[src/rtl/ddr3_read_capture_ctrl.sv]
// ddr3_read_capture_ctrl: read sequencer for an 8-deep DDR3 read-capture ring buffer.
// Accepts read-issue events, pulses `listen` at the programmed delay, drains the eight
// captured words through `readPtr` and returns them tagged and framed with valid/last.
// Issues arriving closer than MIN_GAP cycles apart are dropped and flagged.
// Optional feature: define DDR3_RDCTRL_CWF_EN for critical-word-first drain order,
// which adds the `rd_col` input.

module ddr3_read_capture_ctrl #(
    parameter int unsigned DATA_W     = 16,
    parameter int unsigned TAG_W      = 4,
    parameter int unsigned LISTEN_DLY = 6,
    parameter int unsigned DRAIN_DLY  = 5,
    parameter int unsigned MIN_GAP    = 8
) (
    input  logic              clk,
    input  logic              reset,
    input  logic              rd_issue,
    input  logic [TAG_W-1:0]  rd_tag_in,
`ifdef DDR3_RDCTRL_CWF_EN
    input  logic [2:0]        rd_col,
`endif
    input  logic [DATA_W-1:0] buf_dout,
    input  logic              err_clr,
    output logic              listen,
    output logic [2:0]        readPtr,
    output logic [DATA_W-1:0] rd_data,
    output logic              rd_valid,
    output logic [TAG_W-1:0]  rd_tag,
    output logic              rd_last,
    output logic              busy,
    output logic              overrun_err
);

    localparam int unsigned DEPTH = LISTEN_DLY + DRAIN_DLY;
    localparam int unsigned GAP_W = (MIN_GAP > 1) ? $clog2(MIN_GAP) : 1;
    localparam logic [GAP_W-1:0] GAP_MAX = GAP_W'(MIN_GAP - 1);

    typedef enum logic {StIdle, StDrain} state_t;

    logic [GAP_W-1:0] gap_q;
    logic             gap_ready;
    logic             accept;
    logic             drop;

    // Shift pipeline: stage i is valid during cycle T+1+i for an issue accepted in cycle T.
    logic [DEPTH-1:0] pipe_vld_q;
    logic [TAG_W-1:0] pipe_tag_q [DEPTH-1];
`ifdef DDR3_RDCTRL_CWF_EN
    logic [2:0]       pipe_col_q [DEPTH-1];
`endif

    // Tap is taken one stage early so the first drain cycle lands in T+LISTEN_DLY+DRAIN_DLY
    // with readPtr already registered.
    logic             tap;
    logic [TAG_W-1:0] tap_tag;
    logic [2:0]       tap_col;

    state_t           state_q;
    logic [2:0]       k_q;
    logic [TAG_W-1:0] burst_tag_q;

    assign gap_ready = (gap_q == GAP_MAX);
    assign accept    = rd_issue & gap_ready;
    assign drop      = rd_issue & ~gap_ready;

    assign tap     = pipe_vld_q[DEPTH-2];
    assign tap_tag = pipe_tag_q[DEPTH-2];
`ifdef DDR3_RDCTRL_CWF_EN
    assign tap_col = pipe_col_q[DEPTH-2];
`else
    assign tap_col = 3'd0;
`endif

    assign listen = pipe_vld_q[LISTEN_DLY-1];
    assign busy   = (|pipe_vld_q) | (state_q == StDrain) | rd_valid;

    // Issue spacing counter; saturates at MIN_GAP-1 meaning "ready for a new issue".
    always_ff @(posedge clk or posedge reset) begin
        if (reset) begin
            gap_q <= GAP_MAX;
        end else if (accept) begin
            gap_q <= '0;
        end else if (!gap_ready) begin
            gap_q <= gap_q + 1'b1;
        end
    end

    // Sticky overrun flag; a drop in the same cycle as a clear keeps the flag set.
    always_ff @(posedge clk or posedge reset) begin
        if (reset) begin
            overrun_err <= 1'b0;
        end else if (drop) begin
            overrun_err <= 1'b1;
        end else if (err_clr) begin
            overrun_err <= 1'b0;
        end
    end

    // Launch pipeline carrying valid and burst attributes from issue to drain start.
    always_ff @(posedge clk or posedge reset) begin
        if (reset) begin
            pipe_vld_q <= '0;
            for (int i = 0; i < DEPTH - 1; i++) begin
                pipe_tag_q[i] <= '0;
`ifdef DDR3_RDCTRL_CWF_EN
                pipe_col_q[i] <= '0;
`endif
            end
        end else begin
            pipe_vld_q    <= {pipe_vld_q[DEPTH-2:0], accept};
            pipe_tag_q[0] <= rd_tag_in;
`ifdef DDR3_RDCTRL_CWF_EN
            pipe_col_q[0] <= rd_col;
`endif
            for (int i = 1; i < DEPTH - 1; i++) begin
                pipe_tag_q[i] <= pipe_tag_q[i-1];
`ifdef DDR3_RDCTRL_CWF_EN
                pipe_col_q[i] <= pipe_col_q[i-1];
`endif
            end
        end
    end

    // Drain FSM with registered read pointer and return-path outputs.
    always_ff @(posedge clk or posedge reset) begin
        if (reset) begin
            state_q     <= StIdle;
            k_q         <= 3'd0;
            burst_tag_q <= '0;
            readPtr     <= 3'd0;
            rd_data     <= '0;
            rd_valid    <= 1'b0;
            rd_tag      <= '0;
            rd_last     <= 1'b0;
        end else begin
            rd_valid <= (state_q == StDrain);
            rd_last  <= (state_q == StDrain) && (k_q == 3'd7);
            rd_data  <= (state_q == StDrain) ? buf_dout : '0;
            rd_tag   <= (state_q == StDrain) ? burst_tag_q : '0;
            unique case (state_q)
                StIdle: begin
                    if (tap) begin
                        state_q     <= StDrain;
                        k_q         <= 3'd0;
                        burst_tag_q <= tap_tag;
                        readPtr     <= tap_col;
                    end
                end
                StDrain: begin
                    if (k_q != 3'd7) begin
                        k_q     <= k_q + 3'd1;
                        readPtr <= readPtr + 3'd1;
                    end else if (tap) begin
                        // Seamless back-to-back burst.
                        k_q         <= 3'd0;
                        burst_tag_q <= tap_tag;
                        readPtr     <= tap_col;
                    end else begin
                        state_q <= StIdle;
                        k_q     <= 3'd0;
                        readPtr <= 3'd0;
                    end
                end
                default: state_q <= StIdle;
            endcase
        end
    end

    // A new burst may only start on the last word of the current one.
    a_no_early_tap: assert property (@(posedge clk) disable iff (reset)
        !(tap && (state_q == StDrain) && (k_q != 3'd7)));

endmodule

[config.mk]
export PLATFORM = sky130hd
export DESIGN_NAME = ddr3_read_capture_ctrl
export DESIGN_NICKNAME = d
export VERILOG_FILES = /design/src/rtl/ddr3_read_capture_ctrl.sv
export SDC_FILE = /design/constraint.sdc
export NUM_CORES = 1
export LEC_CHECK = 0
export ABC_AREA = 1
export CAP_MARGIN = 20
export CORE_MARGIN = 2
export CORE_UTILIZATION = 46
export DETAILED_ROUTE_END_ITERATION = 8
export PLACE_DENSITY = 0.68
export SLEW_MARGIN = 40
export SYNTH_ARGS = -nofsm -noshare
export SYNTH_HDL_FRONTEND = slang
export SYNTH_SLANG_ARGS = --single-unit
[constraint.sdc]
create_clock -name clk -period 7.6 [get_ports clk]
set_input_delay 1.14 -clock clk [delete_from_list [all_inputs] [get_ports clk]]
set_output_delay 1.14 -clock clk [all_outputs]
set_load 0.03 [all_outputs]
* Word level (Yosys, flattened, before mapping)
Index checks and enable logic that the tools add are counted.
** Operators by class
- $mul :: 0
- Multiplexer cells :: 17
- Equality and inequality tests :: 6
- Divide/modulo/power cells :: 0
- Magnitude comparators :: 0
- Reduce and logical (&&, ||, !) cells :: 3
- Bitwise operators :: 6
- Shifts and indexed selects :: 0
- Add/sub/neg operators :: 3
** Operators with widths (number)
- $mux 16 :: 1
- $mux 3 :: 5
- $mux 4 :: 3
- $pmux 3 s2 :: 2
- $reduce_or 11->1 :: 1
- $add 3x1->3 const B :: 3
- $pmux 4 s2 :: 1
- $eq 3x3->1 const B :: 2
- $mux 1 :: 4
- $ne 2x2->1 const B :: 2
- $ne 3x3->1 const B :: 1
- $and 1x1->1 :: 2
- $ne 2x1->1 const B :: 1
- $not 1->1 :: 2
- $or 1x1->1 :: 2
- $pmux 1 s2 :: 1
- $reduce_bool 2->1 :: 1
- $logic_and 1x1->1 :: 1
** Storage, ports and cells
- Register bits :: 88
- Bits in read-only memories :: 0
- Latch bits :: 0
- Memories kept :: 0
- Bits in writable memories :: 0
- Input port bits :: 24

* Longest topological paths before layout
Gate-level depths: netlist (run 1).
- Depth after elaboration :: 4
- Gate-level depth with buffers :: 7
- Depth with buffers taken out :: 7

* Worst setup path after synthesis (run 1)
No wires, ideal clock.
- Path kind :: reg-to-output
- Start :: register state_q
- End :: output busy
- Cell stages (with the launch flop) :: 6
- Path slack :: 5.496 ns
- Data required time :: 6.460 ns
- Arrival time :: 0.964 ns
- Buffers on the path :: 1
- Path through :: dfrtp_1 -> buf_6 -> nor2_4 -> inv_2 -> nor2_1 -> nand2_1
** Between the ends
- Longest elaborated chain between the ends :: 2
** Ends and longest elaborated chain
- from (decl) :: RTL line 58 : state_t state_q;
- from (signal assigned) :: RTL line 127 : state_q <= StIdle;
- from (signal assigned) :: RTL line 143 : state_q <= StDrain;
- from (signal assigned) :: RTL line 159 : state_q <= StIdle;
- $or 1x1->1 (2 in a row) :: RTL line 75 : assign busy = (|pipe_vld_q) | (state_q == StDrain) | rd_valid;
- to (decl) :: RTL line 30 : output logic busy,
No other way between the ends.

* Final worst setup path (run 1)
Ends and elaborated chain as after synthesis.

==> metrics.md, run 1 <==
| Metric | Value |
|---|---|
| Area of all sequential standard cells | about 2200 um^2 |
| Largest net degree at the start of global routing | between 80 and 90 |
| Hold buffers post-CTS | 0 |
| Hold_ws | between 300 and 400 ps |
| Post-Synth XOR/XNOR Area | 0% |
| Standard-cell rows | 28 |
| Worst path arrival time | roughly 2000 ps |
| TritonCTS Sinks | 88 |
| Final critical delay including setup and external delays | around 3100 ps |
| Average wire length per cell after detail routing | 10.7 um |
| Path depth of the worst reg2reg path | 7 |
| Yosys cell types | 17 |
| Fin worst setup slack | ~4500 ps |
| Insertion delay to the later sink of the worst-skew pair | 340 ps |
| Ratio of total power to cell area | 370 nW/um^2 |
| Post-detailed-routing wire length | ~3700 um |
| Inserted Diodes | 0 |
| Initial core utilization | between 40% and 50% |
| Die X | 81.2 um |
| Syn_area_per_cell | roughly 13 um^2 |
| Final estimated routing congestion in global placement | roughly 0.7 |
| TritonCTS clock tree | done |
| Clock transition at the register clock pins on the worst setup and hold paths after CTS | 90 ps |
| Slew of the pin with the lowest slew margin | 654 ps |
| Number of cells on the worst hold path | 0 |
| Area fraction in compound gates after synthesis | 0.959% |
| Filler instances | approximately 470 |
| Part of the Yosys area used for sequential elements | around four fifths |
| Ratio of routed vias to standard cells | 4.33 |
| Number of port buffers | 51 |
| Crit path launch type | flip-flop |
| Clock Tree Root | sky130_fd_sc_hd__clkbuf_8 |
| Result of the run | complete, no violations |
| Count of final hold-check violations | 0 |
| Worst hold path startpoint | pipe_tag_q[23] |
| Worst hold endpoint | pipe_tag_q[19] |
| Layout Area Growth over Synthesis | 28.6% |
| Maximum clock path buffer count | 2 |
| Global routing usage on met3 | about 3.9% |
| Number of cells produced by synthesis | slightly above 200 |
| Fraction of synthesized area in multiplexers | 0% |
| Total Nets Final | slightly below 300 |
| Total track usage | around 13% |
| RR Startpoint | k_q[0] |
| Final clock period utilization by the worst path | between 40% and 50% |
| Synth warn | 0 |
| Maximum fanout along the worst path | 26 |
| Largest family of logic cells by synthesized area | simple AND/OR/NAND/NOR gates |
| First-pass iteration count of the detailed router | 2 |
| Arithmetic-cell share of the synthesized area counting full adders, half adders and majority gates | roughly 2.3% |
| Leakage Power | around 1.8 nW |
| Deepest level of the CTS H-tree | 3 |
| Via count | around 1500 |
| Unrepaired setup endpoints after global routing | false |
| Number of max-cap violations | 0 |
| Met2 track utilization from global routing | 20.6% |
| CTS-repair resized insts | 0 |
| Iteration-0 DRC Markers | 107 |
| Peak supply drop | 0.209 mV |
| Multi-input gate area | about 380 um^2 |
| Busiest layer in global routing | met2 |
| Achievable frequency | 321 MHz |
| Worst Skew | slightly above 6 ps |
| Req. time, crit path | roughly 6500 ps |
| Min-delay worst type | flip-flop to flip-flop |
| Clock buffer count from CTS | 9 |
| Mapped Area | ~2700 um^2 |
| DRT antenna net count | 0 |
| Number of flip-flops and latches in the synthesized netlist | just under 90 |
| Vias in the first global route | about 1500 |
| Setup violation total in the final timing report | 0 |
| Placeable core region | about 5900 um^2 |
| Placed cell count | 328 |
| Area of the die | between 6000 and 7000 um^2 |
| Setup fix buffers added after clock tree synthesis | 0 |
| Post-detail-place hpwl | between 2000 and 2500 um |
| Total nets after synthesis | around 230 |
| Global routing met1 resource utilization | between 10% and 20% |
| Rel. slew slack | between 50% and 60% |
| I/O pin total | 52 |
| Placement-stage worst setup slack | 4590 ps |
| Final Max Slew Viols | 0 |
| Crit Reg-Reg Endpoint | burst_tag_q[3] |
| Classification of the worst setup path | flip-flop to output port |
| Sum of overflow across all layers after global routing | 0 |
| Area fraction in and, or, nand and nor cells after synthesis | between 10% and 20% |
| Worst setup EP type | output port |
| Wire length of the first global-routing pass | between 6000 and 7000 um |
| DR DRC count | 0 |
| Antenna violations before repair | 0 |
| Non-filler instance count after layout | 344 |
| Y dimension of the die | 81.2 um |
| Final TNS setup | 0 ps |
| Fraction of final layout cells with drive strength greater than 1 | 9.67% |
| Worst reg2reg setup slack | between 6000 and 7000 ps |
cell type report:
class	count	share of cell area [%]
sequential	88	62.6
tap	75	2.66
clock buffer	9	3.51
multi-input combinational	81	10.9
inverter	32	3.44
timing repair buffer	52	14.9
clock inverter	7	2.02
Yosys cell counts (all sizes together):
| cell | number | area [um^2] |
|---|---|---|
| dfrtp | 85 | 2130 |
| nand2 | 54 | 210 |
| inv | 32 | 120 |
| nand3 | 8 | 40.0 |
| nor2 | 8 | 37.5 |
| ha | 5 | 62.6 |
| o21ai | 4 | 20.0 |
| buf | 3 | 26.3 |
| dfstp | 3 | 78.8 |
| clkbuf | 1 | 5.00 |
| o22ai | 1 | 6.26 |
| or2 | 1 | 6.26 |
report_power, final:
group | leakage (nW) | total (W) | internal [W] | switching [W]
clock | 0.0916 | 0.000309 | 0.000152 | 0.000158
combinational | 0.631 | 0.000361 | 0.000151 | 0.000210
sequential | 1.08 | 0.000634 | 0.000569 | 0.0000647
total | 1.80 | 0.00130 | 0.000871 | 0.000433
stage by stage:
| stage | utilization (%) | area [um^2] | power [W] |
|---|---|---|---|
| 6_report | 60.2 | 3520 | 0.00130 |
| 5_1_grt | 60.2 | 3520 | 0.00139 |
| 4_1_cts | 60.2 | 3520 | 0.00133 |
| 3_5_place_dp | 56.8 | 3330 | 0.00101 |
| 3_3_place_gp | 56.8 | 3320 | 0.000997 |
| 2_1_floorplan | - | 2740 | 0.000872 |
critical path: stages (launching register included):
cell	delay, ps
sky130_fd_sc_hd__dfrtp_2	600
sky130_fd_sc_hd__nor2_4	250
sky130_fd_sc_hd__inv_2	40
sky130_fd_sc_hd__nor2_1	90
sky130_fd_sc_hd__nand2_1	50
sky130_fd_sc_hd__clkdlybuf4s50_1	590
cells in the final DEF (no fill, tap or decap):
master,Yosys,final
sky130_fd_sc_hd__dfrtp_1,85,84
sky130_fd_sc_hd__ha_1,5,5
sky130_fd_sc_hd__inv_1,30,29
sky130_fd_sc_hd__o21ai_0,3,3
sky130_fd_sc_hd__bufinv_16,0,1
sky130_fd_sc_hd__inv_6,0,1
sky130_fd_sc_hd__o21ai_1,1,1
sky130_fd_sc_hd__o22ai_1,1,1
sky130_fd_sc_hd__clkdlybuf4s50_1,0,51
sky130_fd_sc_hd__clkinvlp_4,0,3
sky130_fd_sc_hd__nand2_4,1,1
sky130_fd_sc_hd__clkbuf_8,0,10
sky130_fd_sc_hd__nand3_1,8,8
sky130_fd_sc_hd__inv_2,2,2
sky130_fd_sc_hd__dfrtp_2,0,1
sky130_fd_sc_hd__or2_1,1,1
sky130_fd_sc_hd__nor2_4,1,1
sky130_fd_sc_hd__clkinv_2,0,3
sky130_fd_sc_hd__dfstp_2,3,3
sky130_fd_sc_hd__nand2_1,53,53
sky130_fd_sc_hd__nor2_1,7,7
kinds of logic after synthesis:
logic type | Yosys count
flops | 88
fa+ha+maj | 5
buf+inv | 36
compound gates | 5
simple gates | 71
per-layer routing:
| metal | share of wire [%] | wire (um) | up-vias |
|---|---|---|---|
| met4 | 2.1 | 78 | 0 |
| met2 | 48 | 1780 | 42 |
| met1 | 44 | 1620 | 710 |
| met5 | 0 | 0 | - |
| li1 | - | - | 728 |
| met3 | 6.0 | 221 | 9 |
how the worst max path moves through the flow:
stage | from | endpoint | slack, ps
2_1_floorplan | reset | burst_tag_q[0] | 4190
6_report | state_q | busy | 4490
4_1_cts | state_q | busy | 4180
3_5_place_dp | state_q | busy | 4590
5_1_grt | state_q | busy | 4330
3_3_place_gp | state_q | busy | 4610
registers in the layout, summed over array words and instances (netlist names):
| signal | flops |
|---|---|
| tap_tag | 4 |
| k_q | 3 |
| rd_data | 16 |
| rd_valid | 1 |
| overrun_err | 1 |
| state_q | 1 |
| rd_last | 1 |
| gap_q | 3 |
| pipe_tag_q | 36 |
| pipe_vld_q | 11 |
| rd_tag | 4 |
| burst_tag_q | 4 |
| readPtr | 3 |
Note: power is estimated with default switching activity, not from simulation.
==> inputs of run 2 (changes only) <==
- clock period: 7.6 -> 2.9 ns (I/O delays scaled with it)
==> run 2 against run 1 <==
Net effect:
- total power grew to 2.6 times the previous value
- clock skew is essentially flat
- critical path depth is the same
- flip-flop and latch count is the same
- hold slack lost 2.0 ps
- clock power grew 140%
- critical path type unchanged
==> metrics.md, run 2 (synthesis gave the netlist of run 1 again) <==
| Metric | Value |
|---|---|
| Hold_ws | 349 ps |
| Count of cell instances traversed by the critical path | 5 |
| Insertion delay to the later sink of the worst-skew pair | 340 ps |
| Rel. slew slack | between 60% and 70% |
| Worst reg2reg setup slack | about 1600 ps |
| Cell-by-cell trace of the critical path | nor2_4 > inv_2 > nor2_1 > nand2_1 > clkdlybuf4s50_1 |
| Post-detailed-routing wire length | ~3700 um |
| Vias in the first global route | 1510 |
| Top Registers | pipe_tag_q x36, rd_data x16, pipe_vld_q x11 |
| Maximum clock path buffer count | 2 |
| Unrepaired setup endpoints after global routing | false |
| Total Nets Final | between 200 and 300 |
| Setup fix buffers added after clock tree synthesis | 0 |
| First-pass iteration count of the detailed router | 4 |
| Top library cells by usage in the layout, fill and taps aside | sky130_fd_sc_hd__dfrtp_1 (85), sky130_fd_sc_hd__nand2_1 (53), sky130_fd_sc_hd__clkdlybuf4s50_1 (51) |
| Worst Skew | 6.54 ps |
| Leakage Power | approximately 1.8 nW |
| Classification of the worst setup path | flip-flop to output port |
| Worst stage delay on the critical path | roughly 590 ps |
| Wire length of the first global-routing pass | about 6500 um |
| Area after DPL | ~3300 um^2 |
| Clock Tree Root | sky130_fd_sc_hd__clkbuf_8 |
| Worst setup EP type | output port |
| Largest net degree at the start of global routing | 38 |
| Final clock period utilization by the worst path | 78.2% |
| Final TNS setup | 0 ps |
| Area of the die | between 6000 and 7000 um^2 |
| Via count | ~1500 |
| Y dimension of the die | 81.2 um |
| Crit Reg-Reg Endpoint | burst_tag_q[2] |
| Final estimated routing congestion in global placement | just over 0.7 |
| Antenna violations before repair | 0 |
| TritonCTS clock tree | done |
| Inserted Diodes | 0 |
| Final critical delay including setup and external delays | approximately 2300 ps |
| Number of port buffers | ~50 |
| Hold buffers post-CTS | 0 |
| Initial core utilization | between 40 and 50% |
| Result of the run | complete, no violations |
| Peak supply drop | 0.415 mV |
| Slowest cell on the critical path | sky130_fd_sc_hd__clkdlybuf4s50_1 |
| Placeable core region | just under 6000 um^2 |
| Ratio of routed vias to standard cells | about 4.4 |
| Sum of overflow across all layers after global routing | 0 |
| Number of flip-flops under the largest register name | 36 |
| Min-delay worst type | flip-flop to flip-flop |
| Worst path arrival time | 1830 ps |
| Worst hold path startpoint | pipe_tag_q[21] |
| Total track usage | between 10 and 15% |
| Setup violation total in the final timing report | 0 |
| Top delay family on crit path | buffers and inverters |
| Ratio of total power to cell area | 955 nW/um^2 |
| Req. time, crit path | 2470 ps |
| Standard-cell rows | 28 |
| DRT antenna net count | 0 |
| Layout Area Growth over Synthesis | 28.2% |
| Clock buffer count from CTS | 9 |
| Count of final hold-check violations | 0 |
| Slew of the pin with the lowest slew margin | 598 ps |
| Buffer and inverter count on the worst path | 2 |
| TritonCTS Sinks | 88 |
| Clock transition at the register clock pins on the worst setup and hold paths after CTS | roughly 80 ps |
| Post-detail-place hpwl | approximately 2400 um |
| Most frequent standard cell in the layout excluding fill and tap cells | sky130_fd_sc_hd__dfrtp_1 |
| Die X | roughly 81 um |
| Crit path launch type | flip-flop |
| Fraction of final layout cells with drive strength greater than 1 | under 10% |
| CTS-repair resized insts | 0 |
| Largest register by flop count | pipe_tag_q |
| Finished Cell Area | 3510 um^2 |
| Maximum fanout along the worst path | 8 |
| Achievable frequency | roughly 440 MHz |
| Deepest level of the CTS H-tree | 3 |
| Number of max-cap violations | 0 |
| Path depth of the worst reg2reg path | 7 |
| Final Max Slew Viols | 0 |
| Average wire length per cell after detail routing | between 10 and 15 um |
| Worst hold endpoint | pipe_tag_q[17] |
| Number of cells on the worst hold path | 0 |
| I/O pin total | 52 |
| DR DRC count | 0 |
| Iteration-0 DRC Markers | about 80 |
| RR Startpoint | k_q[0] |
==> run 2: final cells by class <==
type	count	area, um^2
Clock buffer	11	141
Inverter	32	121
Multi-Input combinational cell	81	383
Timing Repair Buffer	54	533
Tap cell	75	93.8
Sequential cell	88	2210
Fill cell	470	2340
Clock inverter	5	33.8
==> run 2: report_power, final <==
part | internal [W] | switching (W)
sequential | 0.00149 | 0.000117
combinational | 0.000404 | 0.000608
clock | 0.000333 | 0.000401
total | 0.00223 | 0.00113
==> run 2: worst reg2reg max path, cell delays in order (launching register included) <==
cell and delay, ps:
sky130_fd_sc_hd__dfrtp_1 400, sky130_fd_sc_hd__ha_1 200, sky130_fd_sc_hd__ha_1 180, sky130_fd_sc_hd__inv_1 90
sky130_fd_sc_hd__nand2_4 90, sky130_fd_sc_hd__nand2_1 140, sky130_fd_sc_hd__nand2_1 70, sky130_fd_sc_hd__nand2_1 60
==> run 2: worst max path at each step <==
stage | startpoint | endpoint | slack (ps)
after CTS | pipe_vld_q[9] | busy | 620
after floorplan | reset | burst_tag_q[0] | 190
after detailed placement | pipe_vld_q[9] | busy | 1010
final | pipe_vld_q[9] | busy | 630
after global routing | pipe_vld_q[9] | busy | 500
after global placement | pipe_vld_q[9] | busy | 1040
==> run 2: stage by stage <==
step | utilization, % | total power [W] | setup WS (ps) | std cells
3_5_place_dp | 57.0 | 0.00266 | 1010 | 330
2_1_floorplan | - | 0.00228 | 191 | 205
3_3_place_gp | 57.0 | 0.00263 | 1040 | 330
6_report | 60.0 | 0.00336 | 634 | 346
4_1_cts | 60.0 | 0.00340 | 622 | 346
5_1_grt | 60.0 | 0.00361 | 501 | 346
==> run 2: routing by layer <==
metal  part of all wire [%]  wire length [um]  track usage (%)  up-vias
met4                    3.3               121             10.2        0
met5                      0                 0                0        -
met2                     46              1690             20.4       42
met3                    5.4               199             3.67       14
li1                       -                 -                -      729
met1                     46              1680             16.7      722
==> inputs of run 3 (changes only) <==
- CORE_UTILIZATION: 46 -> 45
- PLACE_DENSITY: 0.68 -> 0.69
- clock period: 2.9 -> 1.9 ns (I/O delays scaled with it)
==> run 3 against run 2 <==
Net effect:
- combinational power rose by 58%
- clock power rose by 120%
- via count did not move
- die area rose by 2.1%
- total power rose by 70%
- final area rose by 3.7%
- non-clock buffer count did not move
- hold slack got worse by 52 ps
- critical endpoint is now listen
==> metrics.md, run 3 (synthesis gave the netlist of run 1 again) <==
| Metric | Value |
|---|---|
| Wire length of the first global-routing pass | approximately 7100 um |
| Die X | 82.0 um |
| Sum of overflow across all layers after global routing | 0 |
| Clock Tree Root | sky130_fd_sc_hd__clkbuf_8 |
| Standard-cell rows | 28 |
| Average wire length per cell after detail routing | 11.8 um |
| Clock transition at the register clock pins on the worst setup and hold paths after CTS | 80 ps |
| Final TNS setup | 0 ps |
| Layout Area Growth over Synthesis | 33.0% |
| Slowest cell on the critical path | sky130_fd_sc_hd__clkdlybuf4s50_1 |
| Post-detail-place hpwl | 2780 um |
| Req. time, crit path | approximately 1600 ps |
| Worst path arrival time | between 1000 and 1500 ps |
| DR DRC count | 0 |
| Unrepaired setup endpoints after global routing | false |
| Inserted Diodes | 0 |
| Slew of the pin with the lowest slew margin | between 400 and 500 ps |
| Worst setup startpoint | pipe_vld_q[5] |
| TritonCTS Sinks | 88 |
| Via count | between 1500 and 2000 |
| Worst setup EP type | output port |
| Maximum clock path buffer count | 2 |
| Placeable core region | roughly 5900 um^2 |
| Clock buffer count from CTS | 9 |
| Crit path launch type | flip-flop |
| Final critical delay including setup and external delays | approximately 1700 ps |
| Setup fix buffers added after clock tree synthesis | 0 |
| Hold_ws | roughly 300 ps |
| Total Nets Final | between 200 and 300 |
| Placed cell count | 330 |
| Maximum fanout along the worst path | 3 |
| Leakage Power | 1.86 nW |
| Post-detailed-routing wire length | slightly above 4000 um |
| Area of the die | a little under 7000 um^2 |
| RR Startpoint | k_q[0] |
| Worst stage delay on the critical path | between 600 and 700 ps |
| Top delay family on crit path | buffers and inverters |
| Classification of the worst setup path | flip-flop to output port |
| Total track usage | roughly 15% |
| Ratio of total power to cell area | 1560 nW/um^2 |
| First-pass iteration count of the detailed router | 4 |
| Hold buffers post-CTS | 0 |
| Deepest level of the CTS H-tree | 3 |
| DRT antenna net count | 0 |
| Final clock period utilization by the worst path | around nine tenths |
| Final estimated routing congestion in global placement | 0.736 |
| Final Max Slew Viols | 0 |
| Number of port buffers | 51 |
| Largest net degree at the start of global routing | between 40 and 50 |
| Worst Skew | 5.85 ps |
| TritonCTS clock tree | done |
| Cell-by-cell trace of the critical path | clkdlybuf4s50_1 |
| Top library cells by usage in the layout, fill and taps aside | sky130_fd_sc_hd__dfrtp_1 (85), sky130_fd_sc_hd__nand2_1 (53), sky130_fd_sc_hd__clkdlybuf4s50_1 (50) |
| Number of flip-flops under the largest register name | 36 |
| Initial core utilization | a little under half |
| Insertion delay to the later sink of the worst-skew pair | around 340 ps |
| Ratio of routed vias to standard cells | around 4.4 |
| Achievable frequency | 590 MHz |
| Largest register by flop count | pipe_tag_q |
| Buffer and inverter count on the worst path | 1 |
| Result of the run | complete, no violations |
| Number of max-cap violations | 0 |
| Antenna violations before repair | 0 |
| Count of final hold-check violations | 0 |
| Y dimension of the die | 82.0 um |
| Setup violation total in the final timing report | 0 |
| Peak supply drop | roughly 0.86 mV |
| Iteration-0 DRC Markers | 57 |
| I/O pin total | 52 |
| Most frequent standard cell in the layout excluding fill and tap cells | sky130_fd_sc_hd__dfrtp_1 |
| CTS-repair resized insts | 0 |
| Vias in the first global route | approximately 1600 |
| Non-filler instance count after layout | 346 |
| Top Registers | pipe_tag_q x36, rd_data x16, pipe_vld_q x11 |
| Fraction of final layout cells with drive strength greater than 1 | about a tenth |
| Rel. slew slack | a little over two thirds |
| Min-delay worst type | primary input to asynchronous set/reset pin |
[run 3: cell count changes in the layout (fill, tap and decap cells not counted)]
cell / change
sky130_fd_sc_hd__bufinv_16: +4
sky130_fd_sc_hd__buf_12: +3
sky130_fd_sc_hd__clkinv_2: -3
sky130_fd_sc_hd__buf_4: -2
sky130_fd_sc_hd__clkdlybuf4s50_1: -1
sky130_fd_sc_hd__clkinv_4: -1
[run 3: layout make-up]
type                    count  area [um^2]
inverters                  32          124
multi-input cells          81          383
flip-flops and latches     88         2210
clock buffers              11          141
clock inverters             5          128
repair buffers             54          568
well taps                  75         93.8
fillers                   479         2240
[run 3: final timing paths]
check | slack, ps | to | depth (start not counted)
min in group clk | 350 | pipe_tag_q[8] | 0
hold reg to reg | 350 | pipe_tag_q[8] | 0
hold / removal | 300 | pipe_tag_q[37] | 2
setup reg to reg | 620 | burst_tag_q[3] | 7
max in group asynchronous | 1000 | gap_q[0] | 3
setup / recovery | 200 | listen | 1
[run 3: through the flow]
step	setup slack (ps)	utilization, %	total power (W)	cell area (um^2)
after CTS	174	61.9	0.00578	3640
final	204	61.9	0.00569	3640
after detailed placement	555	57.3	0.00412	3370
after floorplan	596	-	0.00349	2740
after global placement	581	57.3	0.00406	3370
after global routing	63.0	61.9	0.00608	3640
[run 3: power breakdown]
part           switching [W]  total [W]  leakage (nW)  internal (W)
logic               0.000950    0.00160         0.650      0.000646
clock network       0.000598    0.00164         0.130       0.00104
registers           0.000180    0.00246          1.08       0.00228
[run 3: routing by layer]
layer	vias to the layer above	global-route usage, %	part of all wire (%)
met2	46	25.3	52
met4	0	9.00	2.7
met1	719	16.7	40
met5	-	0	0
li1	732	-	-
met3	10	3.96	5.2
